## src/rtl/conv_layer_sequencer.sv

```systemverilog
// Convolution loop-nest sequencer: walks y, x, co, ky, kx, ci and issues one
// registered MAC command per valid/ready handshake to the PE-array datapath.
module conv_layer_sequencer #(
    parameter int DATA_WIDTH         = 8,
    parameter int MEM_BW             = 128,
    parameter int FEATURE_MAP_WIDTH  = 56,
    parameter int FEATURE_MAP_HEIGHT = 56,
    parameter int INPUT_NB_CHANNELS  = 64,
    parameter int OUTPUT_NB_CHANNELS = 64,
    parameter int KERNEL_SIZE        = 3,
    parameter int ADDR_WIDTH_ACT     = 14,
    parameter int ADDR_WIDTH_WEIGHTS = 12
) (
    input  logic                          clk,
    input  logic                          arst_n_in,
    input  logic                          start,
    output logic                          running,
    output logic                          done,
    output logic                          cmd_valid,
    input  logic                          cmd_ready,
    output logic [ADDR_WIDTH_ACT-1:0]     cmd_act_addr,
    output logic [ADDR_WIDTH_WEIGHTS-1:0] cmd_wgt_addr,
    output logic [ADDR_WIDTH_ACT-1:0]     cmd_out_addr,
    output logic                          cmd_pad,
    output logic                          cmd_first,
    output logic                          cmd_last,
    input  logic                          dp_idle
);

    localparam int CH_BLK  = MEM_BW / DATA_WIDTH;
    localparam int CI_BLK  = INPUT_NB_CHANNELS / CH_BLK;
    localparam int CO_BLK  = OUTPUT_NB_CHANNELS / CH_BLK;
    localparam int W       = FEATURE_MAP_WIDTH;
    localparam int H       = FEATURE_MAP_HEIGHT;
    localparam int K       = KERNEL_SIZE;
    localparam int PAD     = (K - 1) / 2;
    localparam int MAX_BLK = (CI_BLK > CO_BLK) ? CI_BLK : CO_BLK;

    localparam int YW  = $clog2(H + 1);
    localparam int XW  = $clog2(W + 1);
    localparam int COW = $clog2(CO_BLK + 1);
    localparam int KW  = $clog2(K + 1);
    localparam int CIW = $clog2(CI_BLK + 1);

    localparam logic [1:0] S_IDLE  = 2'd0;
    localparam logic [1:0] S_RUN   = 2'd1;
    localparam logic [1:0] S_DRAIN = 2'd2;

    // Elaboration-time guards against configurations the address ports cannot hold.
    if ((INPUT_NB_CHANNELS % CH_BLK) != 0 || (OUTPUT_NB_CHANNELS % CH_BLK) != 0) begin : g_bad_channels
        $error("channel counts must be multiples of MEM_BW/DATA_WIDTH");
    end
    if ((K % 2) == 0) begin : g_bad_kernel
        $error("KERNEL_SIZE must be odd");
    end
    if (longint'(H) * longint'(W) * longint'(MAX_BLK) > (longint'(1) << ADDR_WIDTH_ACT)) begin : g_act_overflow
        $error("ADDR_WIDTH_ACT too narrow for the feature map");
    end
    if (longint'(CO_BLK) * longint'(K * K) * longint'(CI_BLK) > (longint'(1) << ADDR_WIDTH_WEIGHTS)) begin : g_wgt_overflow
        $error("ADDR_WIDTH_WEIGHTS too narrow for the kernel set");
    end

    logic [1:0]     state_q;
    logic [YW-1:0]  y_q, y_d;
    logic [XW-1:0]  x_q, x_d;
    logic [COW-1:0] co_q, co_d;
    logic [KW-1:0]  ky_q, ky_d;
    logic [KW-1:0]  kx_q, kx_d;
    logic [CIW-1:0] ci_q, ci_d;

    logic ci_wrap, kx_wrap, ky_wrap, co_wrap, x_wrap, y_wrap;
    logic c_kx, c_ky, c_co, c_x, c_y, last_cmd;

    assign ci_wrap = (ci_q == CIW'(CI_BLK - 1));
    assign kx_wrap = (kx_q == KW'(K - 1));
    assign ky_wrap = (ky_q == KW'(K - 1));
    assign co_wrap = (co_q == COW'(CO_BLK - 1));
    assign x_wrap  = (x_q == XW'(W - 1));
    assign y_wrap  = (y_q == YW'(H - 1));

    assign c_kx     = ci_wrap;
    assign c_ky     = c_kx && kx_wrap;
    assign c_co     = c_ky && ky_wrap;
    assign c_x      = c_co && co_wrap;
    assign c_y      = c_x && x_wrap;
    assign last_cmd = c_y && y_wrap;

    // Counter values for the command loaded at the next accepting edge:
    // all-zero when launching from IDLE, otherwise the carried increment.
    always_comb begin
        // NOTE: every always_comb output gets a default first so no path leaves it unassigned (no latch).
        y_d  = '0;
        x_d  = '0;
        co_d = '0;
        ky_d = '0;
        kx_d = '0;
        ci_d = '0;
        if (state_q != S_IDLE) begin
            ci_d = ci_wrap ? '0 : ci_q + CIW'(1);
            kx_d = !c_kx ? kx_q : (kx_wrap ? '0 : kx_q + KW'(1));
            ky_d = !c_ky ? ky_q : (ky_wrap ? '0 : ky_q + KW'(1));
            co_d = !c_co ? co_q : (co_wrap ? '0 : co_q + COW'(1));
            x_d  = !c_x  ? x_q  : (x_wrap  ? '0 : x_q + XW'(1));
            y_d  = !c_y  ? y_q  : (y_wrap  ? '0 : y_q + YW'(1));
        end
    end

    int                          yy, xx;
    logic                        pad_d, first_d, last_d;
    logic [ADDR_WIDTH_ACT-1:0]     act_d, out_d;
    logic [ADDR_WIDTH_WEIGHTS-1:0] wgt_d;

    always_comb begin
        yy      = int'(y_d) + int'(ky_d) - PAD;
        xx      = int'(x_d) + int'(kx_d) - PAD;
        pad_d   = (yy < 0) || (yy >= H) || (xx < 0) || (xx >= W);
        act_d   = pad_d ? '0 : ADDR_WIDTH_ACT'((yy * W + xx) * CI_BLK + int'(ci_d));
        wgt_d   = ADDR_WIDTH_WEIGHTS'(((int'(co_d) * K + int'(ky_d)) * K + int'(kx_d)) * CI_BLK
                                      + int'(ci_d));
        out_d   = ADDR_WIDTH_ACT'((int'(y_d) * W + int'(x_d)) * CO_BLK + int'(co_d));
        first_d = (ky_d == '0) && (kx_d == '0) && (ci_d == '0);
        last_d  = (ky_d == KW'(K - 1)) && (kx_d == KW'(K - 1)) && (ci_d == CIW'(CI_BLK - 1));
    end

    logic load;
    assign load = ((state_q == S_IDLE) && start) ||
                  ((state_q == S_RUN) && cmd_valid && cmd_ready && !last_cmd);

    always_ff @(posedge clk or negedge arst_n_in) begin
        if (!arst_n_in) begin
            state_q      <= S_IDLE;
            y_q          <= '0;
            x_q          <= '0;
            co_q         <= '0;
            ky_q         <= '0;
            kx_q         <= '0;
            ci_q         <= '0;
            running      <= 1'b0;
            done         <= 1'b0;
            cmd_valid    <= 1'b0;
            cmd_act_addr <= '0;
            cmd_wgt_addr <= '0;
            cmd_out_addr <= '0;
            cmd_pad      <= 1'b0;
            cmd_first    <= 1'b0;
            cmd_last     <= 1'b0;
        end else begin
            // NOTE: non-blocking assignments so every register samples pre-edge values.
            done <= 1'b0;
            if (load) begin
                y_q          <= y_d;
                x_q          <= x_d;
                co_q         <= co_d;
                ky_q         <= ky_d;
                kx_q         <= kx_d;
                ci_q         <= ci_d;
                cmd_act_addr <= act_d;
                cmd_wgt_addr <= wgt_d;
                cmd_out_addr <= out_d;
                cmd_pad      <= pad_d;
                cmd_first    <= first_d;
                cmd_last     <= last_d;
            end
            case (state_q)
                S_IDLE: begin
                    if (start) begin
                        state_q   <= S_RUN;
                        running   <= 1'b1;
                        cmd_valid <= 1'b1;
                    end
                end
                S_RUN: begin
                    if (cmd_valid && cmd_ready && last_cmd) begin
                        state_q   <= S_DRAIN;
                        cmd_valid <= 1'b0;
                    end
                end
                S_DRAIN: begin
                    if (dp_idle) begin
                        state_q <= S_IDLE;
                        running <= 1'b0;
                        done    <= 1'b1;
                    end
                end
                default: begin
                    state_q   <= S_IDLE;
                    running   <= 1'b0;
                    cmd_valid <= 1'b0;
                end
            endcase
        end
    end

endmodule

```

## config.mk

```make
export PLATFORM = sky130hd
export DESIGN_NAME = conv_layer_sequencer
export DESIGN_NICKNAME = d
export VERILOG_FILES = /design/src/rtl/conv_layer_sequencer.sv
export SDC_FILE = /design/constraint.sdc
export NUM_CORES = 1
export LEC_CHECK = 0
export ABC_AREA = 1
export CORE_UTILIZATION = 35
export CTS_CLUSTER_DIAMETER = 30
export DETAILED_ROUTE_END_ITERATION = 10
export GPL_TIMING_DRIVEN = 0
export PLACE_DENSITY = 0.62
export SLEW_MARGIN = 15
export SYNTH_ARGS = -nofsm -noshare
export SYNTH_HDL_FRONTEND = slang
export SYNTH_SLANG_ARGS = --single-unit
```

## constraint.sdc

```tcl
create_clock -name clk -period 7.3 [get_ports clk]
set_clock_uncertainty 0.2 [all_clocks]
set_input_delay 0.73 -clock clk [delete_from_list [all_inputs] [get_ports clk]]
set_output_delay 0.73 -clock clk [all_outputs]
set_load 0.01 [all_outputs]
```

==> impl_metrics.py, run 1 <==
metrics = {
    "sta": {
        "period_share": 0.9008,
        "finalSetupViolCount": 0,
        "worst_slew_pin_slew_ns": 0.8986,
        "setup_tns_ns": 0,
        "max_freq_mhz": 152.1,
        "hold_viol_final": 0,
        "rsz0062_at_grt": "false",
        "fin_ws_ns": 0.7240,
        "maxSlewHeadroom": 0.3983,
        "maxSlewViolCount": 0,
        "min_period_ns": 6.576,
    },
    "placed_design": {
        "place_area_um2": 7056,
        "pre_cts_slack_ns": 0.4639,
        "hpwlAfterDp_mm": 11.56,
        "io_buffers": 48,
        "gp_congestion": 0.8161,
    },
    "worst_setup_path": {
        "startpoint": "cmd_wgt_addr[0]",
        "critPathBufInv": 8,
        "path_class": "flip-flop to flip-flop",
        "start_kind": "flip-flop",
        "critical-path-top-delay-family": "adder cells",
        "max_stage_delay_ns": 0.49,
        "rr_worst_depth": 38,
        "critPathCapture": "cmd_act_addr[13]",
        "worst_path_max_delay_cell": "fa_1",
        "crit_cells": 38,
        "r2r-start": "cmd_wgt_addr[0]",
        "r2r_end": "cmd_act_addr[13]",
        "required_ns": 7.34,
        "cp.arrival_ns": 6.61,
        "worstPathMaxFanout": 8,
        "reg2reg_slack_ns": 0.72,
        "end_kind": "flip-flop",
    },
    "logic_synthesis": {
        "synth_compound_area_frac": 0.07669,
        "yosysMostFrequentCell": "nand2_1",
        "syn_area_um2": 6265,
        "synthFlopType": "dfrtp_1",
        "synth_top_family_by_area": "simple AND/OR/NAND/NOR gates",
        "synth_xor_area_frac": 0.04474,
        "synth-seq-cells": 64,
        "ys_seq_area_frac": 0.2556,
        "synth_cell_types": 42,
        "yosys-top-cells-count": "nand2_1, inv_1, ha_1",
        "yosys-top-cells-area": "dfrtp_1, ha_1, nand2_1, inv_1, fa_1",
        "synth_edf_count": 0,
        "muxShareOfSynthArea": 0,
        "synth_area_leader_cell": "dfrtp_1",
        "synth_simple_gate_area_share": 0.2912,
        "synth_area_per_cell_um2": 7.259,
        "synthArstFlopShare": 1.000,
        "synth-warning-count": 0,
        "syn-instance-count": 863,
        "synth_fa_ha_area_frac": 0.2165,
        "synth_top_area_frac": 0.2556,
    },
    "drt": {
        "drt_iter0_markers": 243,
        "antenna_left": 0,
        "vias": 5475,
        "routed_via_density": 4.744,
        "wl_per_cell_um": 12.55,
        "drc_errors": 0,
        "drt_wl_total_mm": 14.48,
        "first_pass_iters": 4,
    },
    "floorplan": {
        "die_h_um": 135.8,
        "io_pins": 51,
        "core_um2": 17420,
        "rows": 48,
        "start_util": 0.3597,
        "die_area_um2": 18440,
        "fp.dieW_um": 135.8,
    },
    "grt": {
        "grt_antenna_before_repair": 0,
        "grt_pass1_wl_mm": 24.55,
        "grt_pass1_vias": 5251,
        "grt_max_degree": 50,
        "grt_overflow": 0,
        "grt_usage": 0.1708,
    },
    "clocking": {
        "clock-root-buffer": "clkbuf_16",
        "hold_buffers": 0,
        "cts_buffers": 9,
        "clock_latency_ns": 0.34,
        "clock_sinks": 64,
        "clock_path_buffers": 2,
        "clk_pin_slew_ns": 0.06,
        "cts_tree": "done",
        "htreeDepth": 3,
    },
    "layout": {
        "fill_cells": 1830,
        "design_area_um2": 7380,
        "diodes": 0,
        "final_nets": 1026,
        "synthToLayoutAreaGrowth_pct": 17.80,
        "drive_gt1_frac": 0.06781,
    },
    "status": {
        "status": "completed",
    },
    "flow_run": {
        "max_cap_violations": 0,
    },
    "worst_hold_path": {
        "hold_path.class": "primary input to asynchronous set/reset pin",
    },
}
cells in the final DEF, fill, tap and decap left out, drive strengths merged:
cell type,instances
a31oi,2
o31ai,2
clkbuf,13
nor3,18
dfrtp,64
a221oi,1
fa,19
clkdlybuf4s50,47
and2,1
buf,18
nand2,236
nand4,22
xor2,20
a21oi,28
o21bai,4
o21ai,42
or2,4
a21o,3
bufinv,2
a211oi,2
xnor2,12
nor2,52
ha,78
nand3b,6
nand3,65
nor3b,2
conb,2
inv,156
o211ai,3
clkinv,5
worst register-to-register path, delay by kind of cell (launching register included):
kind,cells,cell delay (ns)
xor+xnor,1,0.16
flops,1,0.40
simple gates,18,1.88
compound gates,3,0.67
fa+ha+maj,8,2.58
buf+inv,8,0.57
cell families (layout without fill, tap and decap cells):
family / count (synthesis) / count (layout)
AOI/OAI and AO/OA: 87 / 87
xor gates and xnor gates: 32 / 32
adders and majority gates: 97 / 97
buffers and inverters: 176 / 241
DFF: 64 / 64
other: 1 / 2
and+or+nand+nor: 406 / 406
per-stage QoR:
stage | hold WS (ns) | instances | util
final | 0.05526 | 1154 | 0.4237
after global placement | 0.2617 | 1137 | 0.4037
after floorplan | 0.2344 | 864 | -
after global routing | 0.06497 | 1154 | 0.4237
after CTS | 0.05174 | 1154 | 0.4231
after detailed placement | 0.2687 | 1138 | 0.4051
final cells by class:
type	count	area, µm²	share of cell area
clock inverter	6	83.83	0.01136
inverter	157	593.1	0.08037
tap	225	281.5	0.03815
clock buffer	10	229.0	0.03103
sequential	64	1602	0.2170
multi-input combinational	624	3960	0.5366
timing repair buffer	49	505.5	0.06850
buffer	19	125.1	0.01695
flip-flops by register name, indices dropped and copies added (netlist names):
name	flops
cmd_pad	1
cmd_out_addr	14
y_q	6
state_q	2
done	1
cmd_last	1
ci_q	1
cmd_act_addr	14
cmd_wgt_addr	10
ky_q	2
cmd_first	1
co_q	1
cmd_valid	1
running	1
kx_q	2
x_q	6
metal layers:
| metal | part of all wire | vias to the layer above | track usage | routed length, µm |
|---|---|---|---|---|
| li1 | - | 2874 | - | - |
| met2 | 0.48 | 64 | 0.2905 | 6889 |
| met4 | 0.019 | 0 | 0.05556 | 269 |
| met3 | 0.020 | 16 | 0.02619 | 294 |
| met5 | 0 | - | 0 | 0 |
| met1 | 0.49 | 2521 | 0.2198 | 7024 |
worst min-delay path by stage:
stage / end / slack, ns
after CTS: kx_q[0] / 0.05
after detailed placement: cmd_act_addr[3] / 0.27
after global routing: kx_q[0] / 0.06
after global placement: cmd_wgt_addr[3] / 0.26
after floorplan: ci_q[2] / 0.23
final: kx_q[0] / 0.06
what timing repair did:
| action | in CTS | in global routing |
|---|---|---|
| buffers inserted | 0 | 0 |
| endpoints found under the setup margin | 0 | 1 |
| resized for setup | 0 | 2 |
Power of run 1 is left out: the tool's default activity adds up to more than one toggle a clock period on the data nets, which glitch-free logic cannot reach.
==> inputs of run 2 (changes only) <==
Settings changed: ABC_CLOCK_PERIOD_IN_PS from default to 7300.
==> results of run 2 <==
The final DEF is identical to that of run 1; final timing and power are the same.
Power of run 2 is left out for the same reason.
==> inputs of run 3 (changes only) <==
Settings changed: ABC_AREA 1 to default, ABC_CLOCK_PERIOD_IN_PS 7300 to 7800, CTS_BUF_LIST from default to sky130_fd_sc_hd__clkbuf_8.
Clock period 7.3 ns to 7.8 ns, I/O delays scaled along.
==> run 3 against run 2 <==
Die area down 3.5%. Hold slack improved by 0.016 ns. Register-to-register slack worse by 0.098 ns. Critical path depth fell by 8. Final cell count decreased by 15%. Non-clock buffer count is 6 higher. Maximum frequency down 8.3%. Worst setup slack got worse by 0.098 ns. Via count shrank 12%. Design area is 4.8% lower. First-iteration DRC count is 4.5% higher. Largest cell class unchanged.
==> impl_metrics.py, run 3 <==
metrics = {
    "sta": {
        "maxSlewHeadroom": 0.4283,
        "worst_slew_pin_slew_ns": 0.8486,
        "finalSetupViolCount": 0,
        "max_freq_mhz": 139.4,
        "maxSlewViolCount": 0,
        "fin_ws_ns": 0.6265,
        "hold_viol_final": 0,
        "setup_tns_ns": 0,
        "rsz0062_at_grt": "false",
        "holdWs_ns": 0.07159,
        "period_share": 0.9197,
        "min_period_ns": 7.174,
    },
    "logic_synthesis": {
        "syn-instance-count": 695,
        "muxShareOfSynthArea": 0.004347,
        "yosys-top-cells-count": "nand2_1, ha_1, inv_1",
        "synth_area_per_cell_um2": 8.697,
        "yosys-top-cells-area": "dfrtp_1, ha_1, nand2_1, fa_1, xnor2_1",
        "synth_xor_area_frac": 0.09646,
        "yosysMostFrequentCell": "nand2_1",
        "synth_edf_count": 0,
        "synth_area_leader_cell": "dfrtp_1",
        "synth-seq-cells": 64,
        "synth_top_area_frac": 0.2650,
        "synth_compound_area_frac": 0.1619,
        "synthArstFlopShare": 1.000,
        "synth-warning-count": 0,
        "synth_top_family_by_area": "adder cells",
        "synth_cell_types": 60,
        "syn_area_um2": 6045,
        "ys_seq_area_frac": 0.2650,
        "synth_simple_gate_area_share": 0.1840,
        "synth_fa_ha_area_frac": 0.2244,
        "synthFlopType": "dfrtp_1",
    },
    "worst_setup_path": {
        "critical-path-top-delay-family": "adder cells",
        "rr_worst_depth": 30,
        "crit_cells": 30,
        "worstPathMaxFanout": 9,
        "critPathBufInv": 6,
        "start_kind": "flip-flop",
        "required_ns": 7.88,
        "path_common_cell": "ha_1",
        "worst_path_max_delay_cell": "fa_1",
        "end_kind": "flip-flop",
        "cp.arrival_ns": 7.25,
        "max_stage_delay_ns": 0.56,
        "path_class": "flip-flop to flip-flop",
    },
    "layout": {
        "fill_cells": 1718,
        "final_cell_mix": "nand2_1, ha_1, inv_1",
        "drive_gt1_frac": 0.07349,
        "multi_input_area_um2": 4075,
        "final_nets": 859,
        "design_area_um2": 7022,
        "diodes": 0,
        "reg.largest.list": "cmd_act_addr (14), cmd_out_addr (14), cmd_wgt_addr (10)",
        "synthToLayoutAreaGrowth_pct": 16.17,
        "layout_commonest_cell": "nand2_1",
        "ff_latch_area_um2": 1602,
    },
    "worst_hold_path": {
        "hold_path.class": "primary input to asynchronous set/reset pin",
    },
    "flow_run": {
        "max_cap_violations": 0,
    },
    "clocking": {
        "clock_path_buffers": 2,
        "cts_buffers": 9,
        "htreeDepth": 3,
        "clock_sinks": 64,
        "cts_tree": "done",
        "clk_pin_slew_ns": 0.08,
        "clock_latency_ns": 0.37,
        "clock-root-buffer": "clkbuf_8",
        "hold_buffers": 0,
    },
    "floorplan": {
        "io_pins": 51,
        "rows": 47,
        "die_h_um": 133.4,
        "die_area_um2": 17800,
        "core_um2": 16700,
        "fp.dieW_um": 133.4,
        "start_util": 0.3619,
    },
    "drt": {
        "wl_per_cell_um": 14.02,
        "drc_errors": 0,
        "drt_iter0_markers": 254,
        "drt_wl_total_mm": 13.77,
        "first_pass_iters": 4,
        "routed_via_density": 4.915,
        "antenna_left": 0,
        "vias": 4827,
    },
    "grt": {
        "grt_overflow": 0,
        "grt_usage": 0.1631,
        "grt_pass1_wl_mm": 22.99,
        "grt_antenna_before_repair": 0,
        "grt_max_degree": 51,
        "grt_pass1_vias": 4620,
    },
    "placed_design": {
        "place_area_um2": 6829,
        "pre_cts_slack_ns": 0.4655,
        "hpwlAfterDp_mm": 10.85,
        "io_buffers": 48,
        "gp_congestion": 0.8378,
    },
    "status": {
        "status": "completed",
    },
}
[run 3: changes by cell type in the layout (fill, tap and decap cells not counted), moves of 9 or more]
| cell | change |
|---|---|
| xnor2_1 | +23 |
| clkbuf_1 | +9 |
| nor2b_1 | +10 |
| nand3_1 | -50 |
| clkbuf_8 | +10 |
| nand2_1 | -130 |
| o21ai_0 | +14 |
| nor2_1 | -13 |
| inv_1 | -79 |
| a21o_1 | +12 |
| and3_1 | +10 |
| clkbuf_16 | -9 |
| nand4_1 | -15 |
[run 3: final timing paths]
check | startpoint | endpoint | slack, ns
min in group clk | cmd_wgt_addr[7] | cmd_wgt_addr[7] | 0.28
min reg2reg | cmd_wgt_addr[7] | cmd_wgt_addr[7] | 0.28
max reg2reg | cmd_wgt_addr[0] | cmd_act_addr[13] | 0.63
max in group asynchronous | arst_n_in | cmd_wgt_addr[5] | 6.81
max | cmd_wgt_addr[0] | cmd_act_addr[13] | 0.63
min | arst_n_in | done | 0.07
[run 3: cell families after synthesis]
kind of cell | Yosys count
simple gates | 228
compound gates | 146
fa+ha+maj | 97
buf+inv | 92
xor+xnor | 65
flops | 64
mux | 2
other cells | 1
[run 3: repair_timing]
item,CTS,global route
buffers inserted,0,1
setup endpoints to repair,0,2
gates resized for setup,0,2
[run 3: per-stage QoR]
step                      utilization  std cells
after floorplan                     -        696
after global placement         0.4074        964
after detailed placement       0.4089        965
after CTS                      0.4193        981
after global routing           0.4204        982
final                          0.4204        982
[run 3: per-layer routing]
| layer | vias up | track usage | part of all wire |
|---|---|---|---|
| met5 | - | 0 | 0 |
| met4 | 0 | 0.04545 | 0.016 |
| met3 | 14 | 0.02473 | 0.028 |
| met2 | 61 | 0.2703 | 0.47 |
| met1 | 2263 | 0.2199 | 0.49 |
| li1 | 2489 | - | - |
[run 3: final cells by class]
type,instances,area share
Inverter,68,0.03635
Multi-Input combinational cell,540,0.5804
Sequential cell,64,0.2281
Clock buffer,10,0.01960
Buffer,24,0.01818
Timing Repair Buffer,50,0.07306
Tap cell,220,0.03920
Clock inverter,6,0.005168
Power of run 3 is left out for the same reason.
